===== config.mk =====
export PLATFORM = sky130hd
export DESIGN_NAME = muldiv_unit
export DESIGN_NICKNAME = d
export VERILOG_FILES = /design/src/rtl/muldiv_pkg.sv /design/src/rtl/muldiv_unit_div_iter.sv /design/src/rtl/muldiv_unit.sv
export SDC_FILE = /design/constraint.sdc
export NUM_CORES = 2
export LEC_CHECK = 0
export ABC_AREA = 0
export BUFFER_PORTS_ARGS = -buffer_cell sky130_fd_sc_hd__buf_2
export CORE_ASPECT_RATIO = 0.9
export CORE_MARGIN = 5
export CORE_UTILIZATION = 35
export DETAILED_ROUTE_END_ITERATION = 10
export GPL_TIMING_DRIVEN = 0
export PLACE_DENSITY = 0.52
export SLEW_MARGIN = 20
export SYNTH_ARGS = -nofsm -noshare
export SYNTH_HDL_FRONTEND = slang
export SYNTH_SLANG_ARGS = --single-unit

===== constraint.sdc =====
create_clock -name clk -period 15 [get_ports clk]
set_input_delay 2.25 -clock clk [delete_from_list [all_inputs] [get_ports clk]]
set_output_delay 2.25 -clock clk [all_outputs]
set_load 0.01 [all_outputs]

===== src/rtl/muldiv_pkg.sv =====
// rtl/muldiv_pkg.sv - shared op/state encodings for the multiply/divide unit
package muldiv_pkg;

    typedef enum logic [1:0] {
        MD_MULT  = 2'd0,
        MD_MULTU = 2'd1,
        MD_DIV   = 2'd2,
        MD_DIVU  = 2'd3
    } md_op_e;

    typedef enum logic [2:0] {
        ST_IDLE     = 3'd0,
        ST_MUL      = 3'd1,
        ST_DIV_ITER = 3'd2,
        ST_DIV_FIX  = 3'd3,
        ST_DONE     = 3'd4
    } md_state_e;

    function automatic logic op_is_div(input md_op_e op);
        return (op == MD_DIV) || (op == MD_DIVU);
    endfunction

    function automatic logic op_is_signed(input md_op_e op);
        return (op == MD_MULT) || (op == MD_DIV);
    endfunction

endpackage


===== src/rtl/muldiv_unit_div_iter.sv =====
// rtl/muldiv_unit_div_iter.sv - radix-2 restoring divider datapath on magnitudes
module div_iter #(
    parameter int WIDTH = 32
) (
    input  logic             clk,
    input  logic             rst,
    input  logic             load_i,
    input  logic             step_i,
    input  logic [WIDTH-1:0] dividend_i,
    input  logic [WIDTH-1:0] divisor_i,
    input  logic             is_signed_i,
    output logic [WIDTH-1:0] quot_o,
    output logic [WIDTH-1:0] rem_o,
    output logic             done_o
);

    localparam int CW = $clog2(WIDTH);

    // The partial remainder always ends below the divisor, so it fits WIDTH
    // bits; the trial difference carries the extra borrow bit.
    logic [WIDTH-1:0] rem_q, rem_d;
    logic [WIDTH-1:0] quo_q, quo_d;
    logic [WIDTH-1:0] dvs_q, dvs_d;
    logic [CW-1:0]    cnt_q, cnt_d;

    logic [WIDTH-1:0] a_abs, b_abs;
    logic [WIDTH-1:0] src_rem, src_quo, src_dvs;
    logic [WIDTH:0]   rem_sh, trial;
    logic             qbit;

    assign a_abs = (is_signed_i && dividend_i[WIDTH-1]) ? -dividend_i : dividend_i;
    assign b_abs = (is_signed_i && divisor_i[WIDTH-1])  ? -divisor_i  : divisor_i;

    // The load cycle already produces the first quotient bit (counter value 0),
    // so the remaining WIDTH-1 bits come from step cycles.
    assign src_rem = load_i ? '0    : rem_q;
    assign src_quo = load_i ? a_abs : quo_q;
    assign src_dvs = load_i ? b_abs : dvs_q;

    assign rem_sh = {src_rem, src_quo[WIDTH-1]};
    assign trial  = rem_sh - {1'b0, src_dvs};
    assign qbit   = ~trial[WIDTH];

    // Next-state for the shift registers and iteration counter
    always_comb begin
        rem_d = rem_q;
        quo_d = quo_q;
        dvs_d = dvs_q;
        cnt_d = cnt_q;
        if (load_i) begin
            rem_d = qbit ? trial[WIDTH-1:0] : rem_sh[WIDTH-1:0];
            quo_d = {src_quo[WIDTH-2:0], qbit};
            dvs_d = b_abs;
            cnt_d = CW'(1);
        end else if (step_i) begin
            rem_d = qbit ? trial[WIDTH-1:0] : rem_sh[WIDTH-1:0];
            quo_d = {src_quo[WIDTH-2:0], qbit};
            cnt_d = cnt_q + CW'(1);
        end
    end

    // Datapath registers
    always_ff @(posedge clk) begin
        if (rst) begin
            rem_q <= '0;
            quo_q <= '0;
            dvs_q <= '0;
            cnt_q <= '0;
        end else begin
            rem_q <= rem_d;
            quo_q <= quo_d;
            dvs_q <= dvs_d;
            cnt_q <= cnt_d;
        end
    end

    assign quot_o = quo_q;
    assign rem_o  = rem_q;
    assign done_o = (cnt_q == CW'(WIDTH - 1));

endmodule


===== src/rtl/muldiv_unit.sv =====
// rtl/muldiv_unit.sv - multi-cycle signed/unsigned multiply/divide unit for EX
module muldiv_unit
    import muldiv_pkg::*;
#(
    parameter int WIDTH      = 32,
    parameter int MUL_CYCLES = 2
) (
    input  logic               clk,
    input  logic               rst,
    input  logic               start,
    input  logic [1:0]         op,
    input  logic [WIDTH-1:0]   num1,
    input  logic [WIDTH-1:0]   num2,
    input  logic               annul,
    output logic               stall,
    output logic               valid,
    output logic [2*WIDTH-1:0] result,
    output logic               div_zero
);

    localparam int MCW        = $clog2(MUL_CYCLES + 1);
    localparam int PIPE_DEPTH = (MUL_CYCLES > 1) ? MUL_CYCLES - 1 : 1;
    localparam int PIPE_LAST  = PIPE_DEPTH - 1;
    localparam logic [WIDTH-1:0] MOST_NEG = {1'b1, {(WIDTH-1){1'b0}}};
    localparam logic [WIDTH-1:0] ALL_ONES = {WIDTH{1'b1}};

    md_op_e    op_e;
    md_state_e state_q, state_d;
    logic [MCW-1:0]       mul_cnt_q, mul_cnt_d;
    logic [2*WIDTH-1:0]   result_q, result_d;
    logic                 div_zero_q, div_zero_d;
    logic [WIDTH-1:0]     a_raw_q, a_raw_d;
    logic                 q_neg_q, q_neg_d;
    logic                 r_neg_q, r_neg_d;
    logic                 dz_q, dz_d;
    logic                 ovf_q, ovf_d;
    logic [2*WIDTH-1:0]   mul_pipe_q [PIPE_DEPTH];

    logic                 ready, accept, sgn;
    logic [2*WIDTH-1:0]   ext_a, ext_b, mul_prod, mul_last, div_res;
    logic                 div_load, div_step, div_done;
    logic [WIDTH-1:0]     div_quo, div_rem, quo_fix, rem_fix;

    assign op_e   = md_op_e'(op);
    assign sgn    = op_is_signed(op_e);
    assign ready  = (state_q == ST_IDLE) || (state_q == ST_DONE);
    assign accept = start & ready & ~annul;

    // Full-width product of the extended operands; no truncation
    assign ext_a    = {{WIDTH{sgn & num1[WIDTH-1]}}, num1};
    assign ext_b    = {{WIDTH{sgn & num2[WIDTH-1]}}, num2};
    assign mul_prod = ext_a * ext_b;
    assign mul_last = (MUL_CYCLES == 1) ? mul_prod : mul_pipe_q[PIPE_LAST];

    div_iter #(.WIDTH(WIDTH)) u_div_iter (
        .clk         (clk),
        .rst         (rst),
        .load_i      (div_load),
        .step_i      (div_step),
        .dividend_i  (num1),
        .divisor_i   (num2),
        .is_signed_i (sgn),
        .quot_o      (div_quo),
        .rem_o       (div_rem),
        .done_o      (div_done)
    );

    // Sign correction and the two defined special cases
    assign quo_fix = q_neg_q ? -div_quo : div_quo;
    assign rem_fix = r_neg_q ? -div_rem : div_rem;
    assign div_res = dz_q  ? {a_raw_q, ALL_ONES} :
                     ovf_q ? {{WIDTH{1'b0}}, a_raw_q} :
                             {rem_fix, quo_fix};

    // Next-state, result capture and divider control
    always_comb begin
        state_d    = state_q;
        mul_cnt_d  = mul_cnt_q;
        result_d   = result_q;
        div_zero_d = 1'b0;
        a_raw_d    = a_raw_q;
        q_neg_d    = q_neg_q;
        r_neg_d    = r_neg_q;
        dz_d       = dz_q;
        ovf_d      = ovf_q;
        div_load   = 1'b0;
        div_step   = 1'b0;
        case (state_q)
            ST_IDLE, ST_DONE: begin
                state_d = ST_IDLE;
                if (accept) begin
                    if (op_is_div(op_e)) begin
                        state_d  = ST_DIV_ITER;
                        div_load = 1'b1;
                        a_raw_d  = num1;
                        q_neg_d  = sgn & (num1[WIDTH-1] ^ num2[WIDTH-1]);
                        r_neg_d  = sgn & num1[WIDTH-1];
                        dz_d     = (num2 == '0);
                        ovf_d    = sgn & (num1 == MOST_NEG) & (num2 == ALL_ONES);
                    end else if (MUL_CYCLES == 1) begin
                        state_d  = ST_DONE;
                        result_d = mul_prod;
                    end else begin
                        state_d   = ST_MUL;
                        mul_cnt_d = MCW'(1);
                    end
                end
            end
            ST_MUL: begin
                if (annul) begin
                    state_d = ST_IDLE;
                end else if (mul_cnt_q == MCW'(MUL_CYCLES - 1)) begin
                    state_d  = ST_DONE;
                    result_d = mul_last;
                end else begin
                    mul_cnt_d = mul_cnt_q + MCW'(1);
                end
            end
            ST_DIV_ITER: begin
                if (annul) begin
                    state_d = ST_IDLE;
                end else begin
                    div_step = 1'b1;
                    if (div_done) begin
                        state_d = ST_DIV_FIX;
                    end
                end
            end
            ST_DIV_FIX: begin
                if (annul) begin
                    state_d = ST_IDLE;
                end else begin
                    state_d    = ST_DONE;
                    result_d   = div_res;
                    div_zero_d = dz_q;
                end
            end
            default: state_d = ST_IDLE;
        endcase
    end

    // Control and result registers
    always_ff @(posedge clk) begin
        if (rst) begin
            state_q    <= ST_IDLE;
            mul_cnt_q  <= '0;
            result_q   <= '0;
            div_zero_q <= 1'b0;
            a_raw_q    <= '0;
            q_neg_q    <= 1'b0;
            r_neg_q    <= 1'b0;
            dz_q       <= 1'b0;
            ovf_q      <= 1'b0;
        end else begin
            state_q    <= state_d;
            mul_cnt_q  <= mul_cnt_d;
            result_q   <= result_d;
            div_zero_q <= div_zero_d;
            a_raw_q    <= a_raw_d;
            q_neg_q    <= q_neg_d;
            r_neg_q    <= r_neg_d;
            dz_q       <= dz_d;
            ovf_q      <= ovf_d;
        end
    end

    // Free-running product pipeline; the result register forms its last stage
    always_ff @(posedge clk) begin
        if (rst) begin
            for (int i = 0; i < PIPE_DEPTH; i++) begin
                mul_pipe_q[i] <= '0;
            end
        end else begin
            mul_pipe_q[0] <= mul_prod;
            for (int i = 1; i < PIPE_DEPTH; i++) begin
                mul_pipe_q[i] <= mul_pipe_q[i-1];
            end
        end
    end

    assign stall    = accept | (~annul & ((state_q == ST_MUL) ||
                                          (state_q == ST_DIV_ITER) ||
                                          (state_q == ST_DIV_FIX)));
    assign valid    = (state_q == ST_DONE);
    assign result   = result_q;
    assign div_zero = div_zero_q;

endmodule


==> impl_metrics.py <==
metrics = {
    "worst_setup_path": {
        "critPathMaxFanout": 10,
        "cpLargestDelayFamily": "adder cells",
        "critical_path_required_ns": 15.46,
        "slowest_stage": "fa_1",
        "crit_start": "num1[31]",
        "worstSetupPathType": "input pin to flip-flop",
        "r2r_start": "state_q[0]",
        "cp_num_buf_inv": 11,
        "critPathCaptureType": "flip-flop",
        "path_common_cell": "fa_1",
        "max_stage_delay_ns": 1.00,
        "start_kind": "input pin",
        "critPathArrivalTime_ns": 14.07,
    },
    "timing": {
        "fin_skew_ns": 0.02854,
        "clock.fmax_mhz": 73.46,
        "setup_viol": 0,
        "drv_slew": 0,
        "fin_crit_sh_pct": 90.75,
        "final.setup.tns_ns": 0,
        "rsz0062_at_grt": "no",
        "finalHoldWorstSlack_ns": 0.4361,
        "relSlewSlack_pct": 15.30,
        "worstMarginPinSlew_ns": 1.270,
        "hold_viol": 0,
        "min_period_ns": 13.61,
    },
    "place": {
        "place_congestion": 0.9873,
        "port_buffers": 100,
        "hpwl_mm": 182.7,
    },
    "floorplan": {
        "die_area_sq_um": 158600,
        "ioPinCount": 137,
        "die_y_microns": 378.3,
        "core_sq_um": 150200,
        "die_w_microns": 419.2,
        "placementRows": 135,
        "start_util_pct": 35.13,
    },
    "cells_and_area": {
        "final_core_util_pct": 37.88,
        "area_growth_pct": 7.810,
        "nets": 7689,
        "drive_gt1_share_pct": 3.803,
        "fillerInstances": 15840,
    },
    "routing": {
        "wl_mm": 218.8,
        "dr.pass1.iters": 8,
        "route.antenna.remaining_nets": 0,
        "drc": 0,
        "vias_per_cell": 5.354,
        "wl_per_cell_microns": 26.49,
        "num_vias": 44220,
        "first_iter_violations": 4527,
    },
    "global_route": {
        "use_met3_pct": 6.831,
        "track_usage_pct": 27.71,
        "overflow": 0,
        "busiest_layer": "met2",
        "grt_max_degree": 16,
        "met2_usage_pct": 41.88,
        "globalRouteMet1Util_pct": 38.27,
        "grt_pass1_vias": 45427,
        "antenna_found_initial": 31,
        "grt_pass1_wl_mm": 318.9,
    },
    "yosys": {
        "synth_cells": 6105,
        "synth_area_per_cell_sq_um": 8.642,
        "synthesis.area_sq_um": 52760,
        "ys_ff_latch": 271,
        "synth_seq_area_share_pct": 10.28,
        "ys.flop_type": "dfxtp_1",
        "ys_types": 75,
        "async_flop_share_pct": 0,
        "synth_fp_nets": 7554,
        "synth_edf_count": 0,
        "yosysWarnings": 0,
    },
    "cts": {
        "cts.sinks": 271,
        "cts_resized": 0,
        "clockBufferDepth": 3,
        "path_clk_slew_ns": 0.06,
        "clockRootBuffer": "clkbuf_16",
        "cts_max_level": 1,
        "clock_latency_ns": 0.59,
        "cts_made_buffers": 26,
        "holdBufCountCts": 0,
        "cts_setup_buffers": 0,
        "cts_tree": "built",
    },
    "min_path": {
        "hold_class": "flip-flop to flip-flop",
        "hold_start": "result[21]",
    },
    "flow_run": {
        "maxCapViolCount": 0,
    },
    "status": {
        "status": "finished clean",
    },
}
synth_stat cells, types with 14 or more instances:
cell type,number,share of area (%)
o31ai_1,27,0.38
nand2b_1,22,0.26
inv_1,1143,8.1
xnor2_1,125,2.1
o21a_1,18,0.26
nand3_1,27,0.26
nand4_1,20,0.24
o21ai_0,101,0.96
a211oi_1,31,0.44
nor4_1,20,0.24
dfxtp_1,271,10
xor2_1,78,1.3
a221oi_1,23,0.38
clkbuf_1,325,2.3
a31oi_1,18,0.21
nand2_1,988,7.0
ha_1,253,6.0
o221ai_1,29,0.48
and3_1,19,0.23
and2_1,378,4.5
o21bai_1,14,0.20
buf_1,67,0.48
nor2b_1,24,0.28
mux2_2,25,0.53
a21oi_1,245,2.3
o211ai_1,30,0.43
nor2_1,328,2.3
fa_1,1126,43
nor3_1,57,0.54
or3_1,34,0.40
a311oi_1,34,0.56
a21o_1,57,0.81
sequential cells by signal, indices dropped and copies added (netlist names), 2 cells and up:
signal and count:
a_raw_q 32, mul_cnt_q 2, mul_pipe_q 64, result 64
state_q 3, u_div_iter.cnt_q 5, u_div_iter.dvs_q 32, u_div_iter.quot_o 32
u_div_iter.rem_o 32
worst reg2reg max path, delay by kind of cell (launching register included):
family          cells  cell delay [ns]
buf+inv             6             2.85
compound gates      8             2.48
simple gates        4             0.87
fa+ha+maj           1             0.40
flops               1             0.31
stage by stage:
| stage | instance area, sq um | worst slack (ns) | cells |
|---|---|---|---|
| 2_1_floorplan | 52760 | 4.856 | 6105 |
| 3_3_place_gp | 55740 | 0.4799 | 8191 |
| 3_5_place_dp | 55900 | 0.9015 | 8198 |
| 4_1_cts | 56830 | 1.468 | 8244 |
| 5_1_grt | 56850 | 0.9641 | 8250 |
| 6_report | 56880 | 1.388 | 8260 |
per-layer routing:
layer	wire length, microns	share of wire [%]
met4	10360	4.7
met1	91830	42
met3	21980	10
met2	94580	43
met5	27	0.012
final timing paths:
check	endpoint	slack, ns	cells after the start
max	mul_pipe_q[0][61]	1.39	31
min	result[21]	0.44	2
max reg2reg	u_div_iter.quot_o[0]	8.02	19
min reg2reg	result[21]	0.44	2
logic make-up after synthesis:
logic type / share of synthesized area (%)
compound gates: 8.692
simple gates: 17.21
flops: 10.28
mux: 0.7803
xor+xnor: 3.370
buf+inv: 10.94
fa+ha+maj: 48.73
cell type report:
cell class	count	area, sq um	share of cell area (%)
Antenna cell	16	40.04	0.07039
Buffer	394	1521	2.675
Clock buffer	34	720.7	1.267
Clock inverter	12	211.5	0.3718
Inverter	1143	4290	7.543
Multi-Input combinational cell	4297	41580	73.10
Sequential cell	271	5425	9.538
Tap cell	1986	2485	4.369
Timing Repair Buffer	107	606.8	1.067
cell usage in the layout (no fill, tap or decap), types with 57 or more instances in the layout:
cell,n
nand2_1,988
clkbuf_1,297
a21o_1,57
inv_1,1143
fa_1,1125
o21ai_0,100
buf_2,103
xor2_1,78
xnor2_1,125
buf_1,67
and2_1,378
ha_1,253
nor2_1,327
a21oi_1,245
dfxtp_1,271
Power is left out: the tool's default activity adds up to more than one toggle a clock period on the data nets, which glitch-free logic cannot reach.
